### src/rtl/cpu_store_buffer.sv
// cpu_store_buffer: accepts SB/SH/SW stores from the memory stage, formats
// them into word-aligned bus writes with byte strobes, queues them in a small
// FIFO and drains them to data memory over a req/ack handshake. Misaligned or
// illegal stores are consumed but dropped and reported with a one-cycle
// st_err_o pulse. A word-address compare lets the load path stall on a
// pending store to the same word.

module cpu_store_buffer #(
    parameter int unsigned DEPTH = 2
) (
    input  logic        clk_i,
    input  logic        rst_i,
    input  logic        st_valid_i,
    output logic        st_ready_o,
    input  logic [31:0] st_addr_i,
    input  logic [31:0] st_data_i,
    input  logic [2:0]  st_funct3_i,
    output logic        st_err_o,
    output logic [31:0] err_addr_o,
    output logic        bus_req_o,
    output logic [31:0] bus_addr_o,
    output logic [31:0] bus_wdata_o,
    output logic [3:0]  bus_wstrb_o,
    input  logic        bus_ack_i,
    input  logic [31:0] ld_addr_i,
    output logic        ld_hazard_o,
    output logic        sb_empty_o
);

    // Pointer width indexes DEPTH entries; the count needs one more bit so
    // that "full" (count == DEPTH) is representable.
    localparam int unsigned PW = (DEPTH > 2) ? $clog2(DEPTH) : 1;
    localparam int unsigned CW = PW + 1;
    localparam logic [CW-1:0] FullCount = CW'(DEPTH);

    typedef enum logic [1:0] {
        WidthByte = 2'b00,
        WidthHalf = 2'b01,
        WidthWord = 2'b10
    } storeWidth_e;

    // Queue storage: the word address is kept without its two low bits since
    // every bus write is word-aligned.
    logic [29:0]   entryAddr_q  [DEPTH];
    logic [31:0]   entryData_q  [DEPTH];
    logic [3:0]    entryStrb_q  [DEPTH];
    logic [DEPTH-1:0] entryValid_q, entryValid_d;

    logic [PW-1:0] wrPtr_q, wrPtr_d;
    logic [PW-1:0] rdPtr_q, rdPtr_d;
    logic [CW-1:0] count_q, count_d;

    logic          stErr_q, stErr_d;
    logic [31:0]   errAddr_q, errAddr_d;

    logic [31:0]   fmtData;
    logic [3:0]    fmtStrb;
    logic          fmtBad;

    logic          accept;
    logic          push;
    logic          pop;
    logic          busReq;

    // The low two bits of the load address never matter for a word compare.
    logic          unusedLdLow;
    assign unusedLdLow = ^ld_addr_i[1:0];

    // Handshake qualifiers: a rejected store is still consumed but never
    // pushed, and a pop only happens while a write is actually presented.
    always_comb begin
        st_ready_o = (count_q != FullCount);
        busReq     = (count_q != '0);
        accept     = st_valid_i && st_ready_o;
        push       = accept && !fmtBad;
        pop        = busReq && bus_ack_i;
    end

    // Lane replication and strobe generation for the incoming store, plus
    // detection of misaligned or unsupported widths.
    always_comb begin
        fmtData = '0;
        fmtStrb = '0;
        fmtBad  = 1'b0;
        case (st_funct3_i)
            {1'b0, WidthByte}: begin
                fmtData = {4{st_data_i[7:0]}};
                fmtStrb = 4'b0001 << st_addr_i[1:0];
            end
            {1'b0, WidthHalf}: begin
                fmtData = {2{st_data_i[15:0]}};
                fmtStrb = st_addr_i[1] ? 4'b1100 : 4'b0011;
                fmtBad  = st_addr_i[0];
            end
            {1'b0, WidthWord}: begin
                fmtData = st_data_i;
                fmtStrb = 4'b1111;
                fmtBad  = (st_addr_i[1:0] != 2'b00);
            end
            default: begin
                fmtBad  = 1'b1;
            end
        endcase
    end

    // Next-state for pointers, occupancy, per-entry valid bits and the error
    // reporting registers. Push and pop never target the same slot because a
    // push needs a non-full queue and a pop needs a non-empty one.
    always_comb begin
        wrPtr_d      = wrPtr_q;
        rdPtr_d      = rdPtr_q;
        count_d      = count_q;
        entryValid_d = entryValid_q;
        stErr_d      = accept && fmtBad;
        errAddr_d    = errAddr_q;

        if (accept && fmtBad) begin
            errAddr_d = st_addr_i;
        end

        if (push) begin
            wrPtr_d               = wrPtr_q + PW'(1);
            entryValid_d[wrPtr_q] = 1'b1;
        end

        if (pop) begin
            rdPtr_d               = rdPtr_q + PW'(1);
            entryValid_d[rdPtr_q] = 1'b0;
        end

        case ({push, pop})
            2'b10:   count_d = count_q + CW'(1);
            2'b01:   count_d = count_q - CW'(1);
            default: count_d = count_q;
        endcase
    end

    // Control state register with synchronous reset; a reset discards every
    // queued entry, including the one currently on the bus.
    always_ff @(posedge clk_i) begin
        if (rst_i) begin
            wrPtr_q      <= '0;
            rdPtr_q      <= '0;
            count_q      <= '0;
            entryValid_q <= '0;
            stErr_q      <= 1'b0;
            errAddr_q    <= '0;
        end else begin
            wrPtr_q      <= wrPtr_d;
            rdPtr_q      <= rdPtr_d;
            count_q      <= count_d;
            entryValid_q <= entryValid_d;
            stErr_q      <= stErr_d;
            errAddr_q    <= errAddr_d;
        end
    end

    // Payload storage needs no reset; entries are only observed while valid.
    always_ff @(posedge clk_i) begin
        if (push) begin
            entryAddr_q[wrPtr_q] <= st_addr_i[31:2];
            entryData_q[wrPtr_q] <= fmtData;
            entryStrb_q[wrPtr_q] <= fmtStrb;
        end
    end

    // Bus presentation straight from the head slot, forced to zero when idle
    // so the bus never shows stale data.
    always_comb begin
        bus_req_o   = busReq;
        bus_addr_o  = '0;
        bus_wdata_o = '0;
        bus_wstrb_o = '0;
        if (busReq) begin
            bus_addr_o  = {entryAddr_q[rdPtr_q], 2'b00};
            bus_wdata_o = entryData_q[rdPtr_q];
            bus_wstrb_o = entryStrb_q[rdPtr_q];
        end
    end

    // Word-granular hazard against every queued store, including the one on
    // the bus; a store being accepted this cycle is not yet visible here.
    always_comb begin
        ld_hazard_o = 1'b0;
        for (int i = 0; i < int'(DEPTH); i++) begin
            if (entryValid_q[i] && (entryAddr_q[i] == ld_addr_i[31:2])) begin
                ld_hazard_o = 1'b1;
            end
        end
    end

    // Status outputs.
    always_comb begin
        st_err_o   = stErr_q;
        err_addr_o = errAddr_q;
        sb_empty_o = (count_q == '0);
    end

endmodule

### config.mk
export PLATFORM = sky130hd
export DESIGN_NAME = cpu_store_buffer
export DESIGN_NICKNAME = d
export VERILOG_FILES = /design/src/rtl/cpu_store_buffer.sv
export SDC_FILE = /design/constraint.sdc
export NUM_CORES = 1
export LEC_CHECK = 0
export BUFFER_PORTS_ARGS = -buffer_cell sky130_fd_sc_hd__buf_2
export CAP_MARGIN = 20
export CORE_MARGIN = 4
export CORE_UTILIZATION = 45
export DETAILED_ROUTE_END_ITERATION = 12
export GPL_ROUTABILITY_DRIVEN = 0
export PLACE_DENSITY = 0.7
export SKIP_CTS_REPAIR_TIMING = 1
export SYNTH_ARGS = -nofsm -noshare
export SYNTH_HDL_FRONTEND = slang
export SYNTH_SLANG_ARGS = --single-unit
### constraint.sdc
create_clock -name clk_i -period 9.65 [get_ports clk_i]
set_clock_uncertainty 0.1 [all_clocks]
set_input_delay 0.4825 -clock clk_i [delete_from_list [all_inputs] [get_ports clk_i]]
set_output_delay 0.4825 -clock clk_i [all_outputs]
set_load 0.1 [all_outputs]
==> reports/summary.txt <==
Arrival time of data at the critical path endpoint - 2630 ps
Power per Cell Area - 236 nW/um^2
Die Span Y - 141 um
Switch Pwr - 958 uW
Cts bufs inserted - 17
RR Startpoint - count_q[0]
Total routing resource utilization after global routing - 0.197
Post-DR wirelength/cell - 18.3 um
ANT nets after route - 0
Required time of the critical path - 9070 ps
Detailed placement HPWL - 13800 um
Largest net degree at the start of global routing - 73
Root Driver - sky130_fd_sc_hd__clkbuf_16
CTS tree - done
Area overhead of the layout relative to synthesis - 21.7%
R2R Setup Slk - 6740 ps
CP Buf/Inv Count - 2
Critical setup path kind - flip-flop to primary output
Path class of the lowest-slack min-delay path - primary input to flip-flop
Launching element type of the critical path - flip-flop
Final worst path period need - 3210 ps
Largest stage delay, worst path - 710 ps
Iter 0 DRT Violations - 293
Number of vias per cell after detailed routing - 5.05
Internal power - 1320 uW
Number of flip-flops and latches in the synthesized netlist - 172
Sequential share of power - 0.374
Detailed-route via count - 5434
Reg-to-Reg End - entryAddr_q[0][6]
Switching share of total power - 0.420
Post-route design area - 9690 um^2
Synthesis Warnings - 0
Number of library cell types mapped by synthesis - 32
Achievable clock frequency - 0.311 GHz
Source of the worst hold timing path - st_addr_i[18]
Cells on Worst Hold Path - 1
IR drop worst, VDD - 0.000138 V
Seq/Total Area, Yosys - 0.598
Most common cell after layout, fill and taps aside - sky130_fd_sc_hd__buf_2
Total Die Area - 19900 um^2
Post-Route WL - 19700 um
Clk_lat worst skew - 420 ps
Top-level port count - 208
First-pass iteration count of the detailed router - 6
Combinational power share - 0.348
Hold violation total from the final report - 0
Fraction of final layout cells with drive strength greater than 1 - 0.298
Final-report max-slew violation count - 0
TNS Setup - 0 ps
Total clock sinks - 172
Total core area - 17300 um^2
Filler cells - 1517
Number of placement rows - 48
Max_slew headroom - 0.352
Number of maximum-capacitance constraint violations - 0
Cell class contributing the biggest share of worst-path delay - buffers and inverters
Cell with the largest stage delay on the worst path - sky130_fd_sc_hd__dfxtp_4
Depth of the worst register-to-register path - 4
Clock network fraction of total power - 0.279
Worst-path maximum fanout - 36
Final setup violation count - 0
Number of global-route vias before repair - 5423
Netlist area before placement - 7960 um^2
Initial standard-cell utilization of the core - 0.460
Average instance area after synthesis - 12.3 um^2
Sink of the worst hold path - entryAddr_q[1][16]
Final clock period utilization by the worst path - 0.333
Most frequent cells in the layout - sky130_fd_sc_hd__buf_2, sky130_fd_sc_hd__edfxtp_1, sky130_fd_sc_hd__mux2i_1
Setup repair after global routing missed its margin - false
Post-synthesis instance total - 646
Slew at the pin closest to its max-slew limit - 973 ps
Die boundary width - 141 um
Crit-path cells - buf_4 -> mux2i_1 -> nor2_1 -> buf_2
Net count reported at finish - 940
CP Capture Type - primary output
Number of antenna violations at the first check in global routing - 2
First-pass GRT wire length - 29900 um
Power Total - 2280 uW
Dpl cell area - 9110 um^2
Buffers from clock root to sink, at most - 2
Clock H-tree levels - 4
Remaining DRCs - 0
Outcome - complete, no violations
Stages on the worst setup path - 4
Port Buffers - 203
Remaining Overflow, GRT - 0
Clock Pin Slew Worst Setup and Hold Paths - 70 ps
Standby leakage power - 0.00379 uW
==> through the flow <==
| stage | utilization | instances | setup slack (ps) | hold WS, ps |
|---|---|---|---|---|
| finish | 0.560 | 1076 | 6440 | 160 |
| global route | 0.560 | 1075 | 6290 | 146 |
| CTS | 0.559 | 1073 | 6360 | 133 |
| detailed placement | 0.527 | 1041 | 6300 | 363 |
| global placement | 0.527 | 1041 | 6320 | 357 |
| floorplan | - | 647 | 4600 | 340 |
==> worst max-delay path by stage <==
stage,start,endpoint
detailed placement,st_funct3_i[0],entryAddr_q[0][19]
CTS,flip-flop,bus_addr_o[10]
global placement,st_funct3_i[0],entryAddr_q[0][24]
global route,flip-flop,bus_addr_o[10]
floorplan,count_q[0],entryAddr_q[0][0]
finish,flip-flop,bus_addr_o[10]
==> routing by layer <==
layer	part of all wire	vias to the layer above	GRT usage	wire, um
met3	0.069	36	0.0560	1350
met1	0.44	2581	0.261	8610
li1	-	2633	-	-
met4	0.020	2	0.0658	401
met2	0.47	182	0.314	9280
met5	0.00066	-	0	13
==> synthesized netlist by cell type <==
cell                        instances  area share
sky130_fd_sc_hd__nor3_1             2      0.0013
sky130_fd_sc_hd__ha_1               1      0.0016
sky130_fd_sc_hd__clkbuf_2           1     0.00063
sky130_fd_sc_hd__buf_2             13      0.0082
sky130_fd_sc_hd__xor2_1            32       0.035
sky130_fd_sc_hd__nand4_1           10      0.0079
sky130_fd_sc_hd__inv_1              5      0.0024
sky130_fd_sc_hd__o21ai_1            1     0.00063
sky130_fd_sc_hd__conb_1             1     0.00047
sky130_fd_sc_hd__nand2_1           16      0.0075
sky130_fd_sc_hd__clkbuf_1          17      0.0080
sky130_fd_sc_hd__o2111ai_1          1      0.0011
sky130_fd_sc_hd__and2_1             8      0.0063
sky130_fd_sc_hd__buf_6              4      0.0057
sky130_fd_sc_hd__nor2b_1           12      0.0094
sky130_fd_sc_hd__o21a_1             4      0.0038
sky130_fd_sc_hd__a21oi_1           30       0.019
sky130_fd_sc_hd__o22ai_1            1     0.00079
sky130_fd_sc_hd__buf_4              4      0.0038
sky130_fd_sc_hd__dfxtp_1           40        0.10
sky130_fd_sc_hd__and3_1             1     0.00079
sky130_fd_sc_hd__nor2_1            85       0.040
sky130_fd_sc_hd__or4_1              2      0.0019
sky130_fd_sc_hd__nor3_2             1      0.0013
sky130_fd_sc_hd__xnor2_1           32       0.035
sky130_fd_sc_hd__o21ai_0            2      0.0013
sky130_fd_sc_hd__or3_1              1     0.00079
sky130_fd_sc_hd__or2_2              9      0.0071
sky130_fd_sc_hd__nor4_1             6      0.0047
sky130_fd_sc_hd__mux2i_1          106        0.13
sky130_fd_sc_hd__edfxtp_1         132        0.50
sky130_fd_sc_hd__nand2b_1          66       0.052
==> layout make-up <==
type                            count  area [um^2]  share of cell area
Tap cell                          225          282              0.0291
Antenna cell                        2         5.00            0.000517
Sequential cell                   172         4770               0.492
Timing Repair Buffer              209         1070               0.111
Clock inverter                     15          125              0.0129
Multi-Input combinational cell    431         2990               0.309
Clock buffer                       17          425              0.0439
Inverter                            5         18.8             0.00194
==> cells by family (layout without fill, tap and decap cells) <==
group | Yosys count | after routing | synth area share
simple gates | 219 | 219 | 0.141
flops | 172 | 172 | 0.598
mux | 106 | 106 | 0.133
xor+xnor | 64 | 64 | 0.0704
buf+inv | 44 | 246 | 0.0286
compound gates | 39 | 39 | 0.0264
fa+ha+maj | 1 | 1 | 0.00157
other cells | 1 | 4 | 0.000471
==> sequential cells by signal, indices dropped and copies added (netlist names), named ones only <==
register and cells:
entryValid_q 2, st_err_o 1, count_q 2, rdPtr_q 1, entryStrb_q 8, entryData_q 64
err_addr_o 32, entryAddr_q 60, wrPtr_q 1
==> power groups by stage <==
| stage | logic, uW | clock network, uW | registers [uW] |
|---|---|---|---|
| 2_1_floorplan | 590 | 0 | 933 |
| 5_1_grt | 826 | 680 | 856 |
| 6_report | 794 | 636 | 853 |
| 3_3_place_gp | 793 | 0 | 867 |
| 3_5_place_dp | 795 | 0 | 869 |
| 4_1_cts | 797 | 648 | 853 |
==> worst register-to-register path: stages (launching register included) <==
cell                        delay (ps)
sky130_fd_sc_hd__dfxtp_1           410
sky130_fd_sc_hd__nand2b_1          170
sky130_fd_sc_hd__o2111ai_1         360
sky130_fd_sc_hd__nor2_4            860
sky130_fd_sc_hd__buf_4             610
Power figures use the tool's default switching activity.
